[src/rtl/binary_to_bcd_sequential.sv]
// Iterative double-dabble (shift-and-add-3) binary to packed BCD converter.
// One conversion per start pulse, WIDTH shift steps, followed by a one-cycle
// done pulse. Also produces a leading-zero blank mask for the display.
//
// Handshake: start is sampled only while idle (busy=0). The edge that samples
// start=1 captures binary and raises busy. busy falls on the edge that
// publishes bcd/blank, and done is high for exactly that following cycle.
// start during busy is dropped, not queued. start while done=1 is accepted.
module binary_to_bcd_sequential #(
  parameter int WIDTH  = 8,
  parameter int DIGITS = 3
) (
  input  logic                  clock,
  input  logic                  reset,
  input  logic                  start,
  input  logic [WIDTH-1:0]      binary,
  output logic                  busy,
  output logic                  done,
  output logic [4*DIGITS-1:0]   bcd,
  output logic [DIGITS-1:0]     blank,
  output logic                  fsm_state
);

  localparam int CW = $clog2(WIDTH + 1);
  localparam logic [DIGITS-1:0] BLANK_RST = ~(DIGITS'(1));

  function automatic longint unsigned pow10(input int n);
    longint unsigned p;
    p = 64'd1;
    for (int k = 0; k < n; k++) p = p * 64'd10;
    return p;
  endfunction

  localparam longint unsigned MAX_BIN   = (64'd1 << WIDTH) - 64'd1;
  localparam longint unsigned DEC_RANGE = pow10(DIGITS);

  // The digit count must be able to hold the largest input value.
  generate
    if (DEC_RANGE <= MAX_BIN) begin : g_digits_too_small
      $fatal(1, "binary_to_bcd_sequential: DIGITS too small for WIDTH");
    end
  endgenerate

  typedef enum logic {IDLE = 1'b0, CONVERT = 1'b1} state_t;

  state_t                state;
  logic [WIDTH-1:0]      shift_reg;
  logic [4*DIGITS-1:0]   scratch;
  logic [CW-1:0]         count;

  logic [4*DIGITS-1:0]   adjusted;
  logic [4*DIGITS-1:0]   scratch_next;
  logic [WIDTH-1:0]      shift_next;
  logic [DIGITS-1:0]     blank_next;
  logic                  zero_above;

  assign fsm_state = state;

  // One double-dabble step: add 3 to every digit >= 5, then shift left by one
  // with the binary MSB entering the units digit. A digit is < 10 before the
  // add, so the 4-bit add never carries out.
  always_comb begin
    adjusted = '0;
    for (int i = 0; i < DIGITS; i++) begin
      if (scratch[4*i +: 4] >= 4'd5)
        adjusted[4*i +: 4] = scratch[4*i +: 4] + 4'd3;
      else
        adjusted[4*i +: 4] = scratch[4*i +: 4];
    end
    scratch_next = {adjusted[4*DIGITS-2:0], shift_reg[WIDTH-1]};
    shift_next   = {shift_reg[WIDTH-2:0], 1'b0};
  end

  // Leading-zero mask of the post-step value: digit i blanks when it and all
  // higher digits are zero. The units digit is never blanked.
  always_comb begin
    blank_next = '0;
    zero_above = 1'b1;
    for (int i = DIGITS - 1; i >= 1; i--) begin
      zero_above    = zero_above && (scratch_next[4*i +: 4] == 4'd0);
      blank_next[i] = zero_above;
    end
  end

  // Control FSM with registered outputs; bcd/blank only change on completion.
  always_ff @(posedge clock) begin
    if (!reset) begin
      state     <= IDLE;
      busy      <= 1'b0;
      done      <= 1'b0;
      bcd       <= '0;
      blank     <= BLANK_RST;
      shift_reg <= '0;
      scratch   <= '0;
      count     <= '0;
    end else begin
      done <= 1'b0;
      case (state)
        IDLE: begin
          if (start) begin
            shift_reg <= binary;
            scratch   <= '0;
            count     <= CW'(WIDTH);
            busy      <= 1'b1;
            state     <= CONVERT;
          end
        end
        CONVERT: begin
          scratch   <= scratch_next;
          shift_reg <= shift_next;
          count     <= count - CW'(1);
          if (count == CW'(1)) begin
            bcd   <= scratch_next;
            blank <= blank_next;
            done  <= 1'b1;
            busy  <= 1'b0;
            state <= IDLE;
          end
        end
        default: state <= IDLE;
      endcase
    end
  end

endmodule

[config.mk]
export PLATFORM = sky130hd
export DESIGN_NAME = binary_to_bcd_sequential
export DESIGN_NICKNAME = d
export VERILOG_FILES = /design/src/rtl/binary_to_bcd_sequential.sv
export SDC_FILE = /design/constraint.sdc
export NUM_CORES = 1
export LEC_CHECK = 0
export BUFFER_PORTS_ARGS = -buffer_cell sky130_fd_sc_hd__buf_4
export CORE_MARGIN = 2
export CORE_UTILIZATION = 45
export CTS_CLUSTER_DIAMETER = 60
export DETAILED_ROUTE_END_ITERATION = 8
export GPL_TIMING_DRIVEN = 0
export HOLD_SLACK_MARGIN = 0.06
export PLACE_DENSITY = 0.68
export SLEW_MARGIN = 10
export SYNTH_ARGS = -nofsm -noshare
export SYNTH_HDL_FRONTEND = slang
export SYNTH_SLANG_ARGS = --single-unit
[constraint.sdc]
create_clock -name clock -period 1.6 [get_ports clock]
set_input_delay 0.16 -clock clock [delete_from_list [all_inputs] [get_ports clock]]
set_output_delay 0.16 -clock clock [all_outputs]
set_load 0.01 [all_outputs]
==> out/results.tsv, run 1 <==
metric	value	unit
DIE AREA	4940	µm²
post-route minimum period	1.58	ns
die width	70.3	µm
share of layout cells above drive strength 1	27.2	%
drt first pass iters	4	
Switching Fraction	24.2	%
area grow syn2layout	24.9	%
Synth async-reset ratio	0	%
Int Power	1.55	mW
worst min path class	primary input to register	
min-delay src	start	
top cells by area, synth	dfxtp_1 42%, nand2_1 6.5%, mux2i_1 5.6%	
RePlAce Congestion	0.851	
Setup WS pre-CTS	-0.124	ns
flop and latch count out of synthesis	41	
VDD IR max	0.000527	V
final hold vios	0	
CTS Buf Count	5	
most frequent cells in the layout	37 x dfxtp_1, 34 x nand2_1, 31 x buf_4	
Yosys cell types	36	
first-pass GRT wire length	7.05	mm
Synth top area share	41.5	%
YS warnings	0	
Tot Pwr	2.05	mW
H-tree depth	2	
CTS tree	yes	
Crit Path Max Fanout	5	
Initial Utilization	46.0	%
worst slew pin tran	0.621	ns
final cell utilization of the core	57.5	%
PwrDens	829	nW/µm²
cell at the root of the clock tree	clkbuf_8	
CP Data Required Time	1.83	ns
Synth area leader	dfxtp_1	
die height	70.3	µm
Post-Syn Instances	228	
worst reg2reg path depth	7	
Post-DP HPWL	3.04	mm
post-synthesis sequential area ratio	41.5	%
R2R Setup Slk	0.02	ns
R2R Path End	scratch[6]	
hold depth	3	
row count	24	
crit path capture type	register	
Net Sw Power	0.496	mW
Max Clk Rate	0.632	GHz
via/cell ratio	5.24	
R2R Path Start	scratch[5]	
largest net degree at the start of global routing	13	
CTS sink cnt	41	
Leak Pwr	1.08	nW
Final WS setup	0.0184	ns
DR WL/cell	14.4	µm
I/O Buffers	26	
global route overflow	0	
initial antenna violation count	0	
post-synthesis cell area	1980	µm²
Arrival @ worst endpoint	1.81	ns
ANT nets after route	0	
clock latency on the worst-skew pair	0.29	ns
max_cap viols	0	
number of antenna repair diodes	0	
number of synthesized flops with an enable pin	0	
routed wire length	4.56	mm
RSZ-0062 raised after global routing	yes	
clk slew on worst S/H paths	0.08	ns
Max Slew Vio Count	0	
syn avg cell area	8.67	µm²
max_slew headroom	58.6	%
Hold Slack	0.208	ns
vias in the first global route	1505	
status	completed	
clock share of power	36.0	%
GRT Util Overall	18.3	%
maximum root-to-sink buffer count	2	
total number of vias	1662	
Syn Nets	247	
DR DRC count	0	
Worst Hold Endpoint	fsm_state	
top_reg_cell synth	dfxtp_1	
startpoint type of the worst setup path	register	
setup violators final	0	
Comb power frac	11.3	%
critical path class	register to register	
commonest non-fill, non-tap cell in the layout	dfxtp_1	
CORE AREA	4290	µm²
Layout Nets	283	
Final Cycle Share	98.9	%
sequential power share	52.7	%
Worst Clk Skew	0.00609	ns
io pins	29	
DRT iter0 DRCs	80	
Hold-fix buffers, CTS	0	
==> power groups by stage <==
stage,registers (mW),logic (mW),clock network (mW)
after global placement,1.10,0.223,0
final,1.08,0.232,0.737
after detailed placement,1.10,0.226,0
after floorplan,1.10,0.146,0
after global routing,1.08,0.253,0.789
after CTS,1.08,0.228,0.757
==> repair_timing <==
| item | CTS | global route |
|---|---|---|
| resized for setup | 13 | 19 |
| pin swaps | 5 | 5 |
| setup buffers | 1 | 2 |
| endpoints found under the setup margin | 6 | 15 |
==> metal layers <==
metal,part of all wire (%),vias to the layer above,track usage (%)
li1,-,846,-
met1,46,770,24.0
met2,48,39,29.6
met3,4.9,7,4.18
met4,1.3,0,6.41
met5,0,-,0
==> critical path: stages, from the launching register on <==
cell and delay [ns]:
dfxtp_1 0.37, inv_2 0.09, ha_1 0.19, nand2b_4 0.16
a21oi_4 0.22, mux2i_2 0.28, a21oi_1 0.10, nor2b_1 0.12
==> worst max path at each step <==
stage	start	end	slack, ns	depth (start not counted)
after floorplan	scratch[8]	blank[1]	0.004	7
after global placement	scratch[9]	blank[1]	-0.10	7
after detailed placement	scratch[9]	blank[1]	-0.12	7
after CTS	scratch[1]	blank[1]	0.004	7
after global routing	scratch[5]	scratch[5]	-0.05	8
final	scratch[5]	scratch[6]	0.02	7
==> cell families after synthesis <==
| family | after synthesis | share of synthesized area (%) |
|---|---|---|
| AOI/OAI and AO/OA | 51 | 18.6 |
| xor gates and xnor gates | 3 | 1.33 |
| adders and majority gates | 8 | 5.06 |
| buffers and inverters | 24 | 5.44 |
| DFF | 41 | 41.5 |
| muxes | 12 | 6.14 |
| other | 1 | 0.190 |
| and+or+nand+nor | 88 | 21.7 |
==> cell type report <==
cell class                 instances  area [µm²]
clock inverter                     1        5.00
buffer                            15        75.1
sequential                        41         828
clock buffer                       7        96.3
multi-input combinational        163        1150
fill                             412        1820
timing repair buffer              29         218
inverter                           9        36.3
tap                               52        65.1
==> synth_stat cells (2+ instances only) <==
cell type / instances
dfxtp_1: 41
nand2_1: 34
a21oi_1: 14
mux2i_1: 11
nor2_1: 11
clkbuf_1: 10
o211a_1: 10
inv_1: 9
nor2b_1: 9
nor3_1: 9
a21boi_0: 8
ha_1: 8
nor3b_1: 7
nand3_1: 6
o21ai_0: 6
nand2b_1: 4
a21oi_2: 3
and2_1: 3
xnor2_1: 3
and3_1: 2
buf_2: 2
buf_4: 2
o21a_1: 2
o21ai_1: 2
==> stage by stage <==
step,area (µm²),TNS (ns),std cells
after detailed placement,2240,-0.153,306
after floorplan,1980,0,228
final,2470,0,317
after CTS,2400,0,315
after global placement,2240,-0.126,306
after global routing,2470,-0.164,317
(Power assumes the default switching activity.)
==> run 2, diff against run 1 <==
--- a/config.mk
+++ b/config.mk
@@ -8,11 +8,11 @@
 export BUFFER_PORTS_ARGS = -buffer_cell sky130_fd_sc_hd__buf_4
 export CORE_MARGIN = 2
 export CORE_UTILIZATION = 45
-export CTS_CLUSTER_DIAMETER = 60
+export CTS_BUF_LIST = sky130_fd_sc_hd__clkbuf_16
 export DETAILED_ROUTE_END_ITERATION = 8
 export GPL_TIMING_DRIVEN = 0
 export HOLD_SLACK_MARGIN = 0.06
-export PLACE_DENSITY = 0.68
+export PLACE_DENSITY = 0.65
 export SLEW_MARGIN = 10
 export SYNTH_ARGS = -nofsm -noshare
 export SYNTH_HDL_FRONTEND = slang
==> out/results.tsv, run 2 (same netlist as run 1, synthesis figures left out) <==
metric	value	unit
critical path class	register to register	
RSZ-0062 raised after global routing	yes	
GRT Util Overall	20.2	%
drt first pass iters	4	
total number of vias	1658	
maximum root-to-sink buffer count	2	
Initial Utilization	46.0	%
row count	24	
Switching Fraction	22.4	%
VDD IR max	0.000745	V
number of antenna repair diodes	0	
share of layout cells above drive strength 1	28.5	%
Tot Pwr	2.43	mW
CP max-delay cell	dfxtp_4	
startpoint type of the worst setup path	register	
status	completed	
via/cell ratio	5.15	
setup TNS	0	ns
CTS tree	yes	
PwrDens	936	nW/µm²
Hold Slack	0.218	ns
clock latency on the worst-skew pair	0.28	ns
CP cell instances	inv_4 > ha_4 > nand2b_4 > a21oi_4 > nand3b_1 > a211o_1 > o311ai_2	
CORE AREA	4290	µm²
DR WL/cell	14.9	µm
post-route minimum period	1.58	ns
RePlAce Congestion	0.862	
max_cap viols	0	
setup violators final	0	
Hold-fix buffers, CTS	0	
final instance area	2590	µm²
DRT iter0 DRCs	125	
die height	70.3	µm
Fillers	415	
I/O Buffers	26	
Crit Path Max Fanout	3	
DIE AREA	4940	µm²
first-pass GRT wire length	7.70	mm
area grow syn2layout	31.3	%
Max stage delay on crit path	0.38	ns
Post-DP HPWL	3.09	mm
commonest non-fill, non-tap cell in the layout	buf_4	
Comb power frac	9.5	%
io pins	29	
cell at the root of the clock tree	clkbuf_16	
Max Slew Vio Count	0	
max_slew headroom	56.2	%
Net Sw Power	0.544	mW
die width	70.3	µm
Leak Pwr	1.14	nW
DR DRC count	0	
FF+latch area	828	µm²
Int Power	1.89	mW
crit path capture type	register	
Worst Clk Skew	0.00364	ns
CTS Buf Count	5	
largest net degree at the start of global routing	13	
initial antenna violation count	0	
global route overflow	0	
routed wire length	4.79	mm
vias in the first global route	1653	
Layout Nets	289	
final hold vios	0	
clock share of power	46.0	%
ANT nets after route	0	
area occupied by multi-input gates	1160	µm²
Final Cycle Share	98.8	%
CP Data Required Time	1.80	ns
Arrival @ worst endpoint	1.78	ns
H-tree depth	2	
worst slew pin tran	0.657	ns
dpl cell area	2240	µm²
clk slew on worst S/H paths	0.06	ns
sequential power share	44.5	%
CTS sink cnt	41	
worst min path class	primary input to register	
Max Clk Rate	0.633	GHz
most frequent cells in the layout	38 x buf_4, 37 x dfxtp_1, 34 x nand2_1	
==> run 2: cell count changes in the layout (fill, tap and decap cells not counted), sizes merged <==
| cell | delta |
|---|---|
| buf | +7 |
| bufinv | +1 |
| clkbuf | -3 |
==> run 2: final timing paths <==
path	slack [ns]	cells after the start	endpoint	start
setup / recovery	0.02	7	blank[1]	scratch[8]
hold / removal	0.22	3	fsm_state	start
setup reg to reg	0.02	7	blank[1]	scratch[8]
hold reg to reg	0.45	2	bcd[6]	bcd[6]
==> run 2: critical path: cells and delay by family (launching register included) <==
family                   cells  cell delay (ns)
AO/OA/AOI/OAI                3             0.66
adder cells (fa/ha/maj)      1             0.17
buffers and inverters        1             0.04
flip-flops                   1             0.38
AND/OR/NAND/NOR              2             0.23
==> run 2: repair_timing <==
| action | in CTS | in global routing |
|---|---|---|
| endpoints found under the setup margin | 6 | 14 |
| pin swaps | 4 | 7 |
| resized for setup | 7 | 25 |
| buffers inserted | 3 | 8 |
==> run 2: metrics by stage <==
step	std cells	worst slack, ns	utilization, %
5_1_grt	322	-0.0413	60.4
3_5_place_dp	306	-0.128	52.1
3_3_place_gp	306	-0.110	52.1
6_report	322	0.0199	60.4
2_1_floorplan	228	0.00417	-
4_1_cts	316	0.0127	57.0
==> run 2: power by group through the flow <==
stage	logic, mW	registers (mW)	clock network (mW)
global placement	0.223	1.10	0
CTS	0.231	1.08	1.14
global route	0.255	1.08	1.18
detailed placement	0.228	1.10	0
finish	0.231	1.08	1.12
floorplan	0.146	1.10	0
==> run 2: layer usage <==
layer | vias up | wire [µm] | track usage, %
met5 | - | 0 | 0
met4 | 0 | 114 | 10.5
met3 | 9 | 216 | 4.33
met2 | 33 | 2300 | 34.1
met1 | 755 | 2160 | 23.9
li1 | 861 | - | -
==> run 2: cell type report <==
| cell class | count | share of cell area (%) |
|---|---|---|
| timing repair buffer | 36 | 10.4 |
| clock buffer | 5 | 4.82 |
| tap | 52 | 2.51 |
| buffer | 14 | 2.70 |
| inverter | 9 | 1.49 |
| multi-input combinational | 163 | 44.8 |
| sequential | 41 | 31.9 |
| clock inverter | 2 | 1.35 |
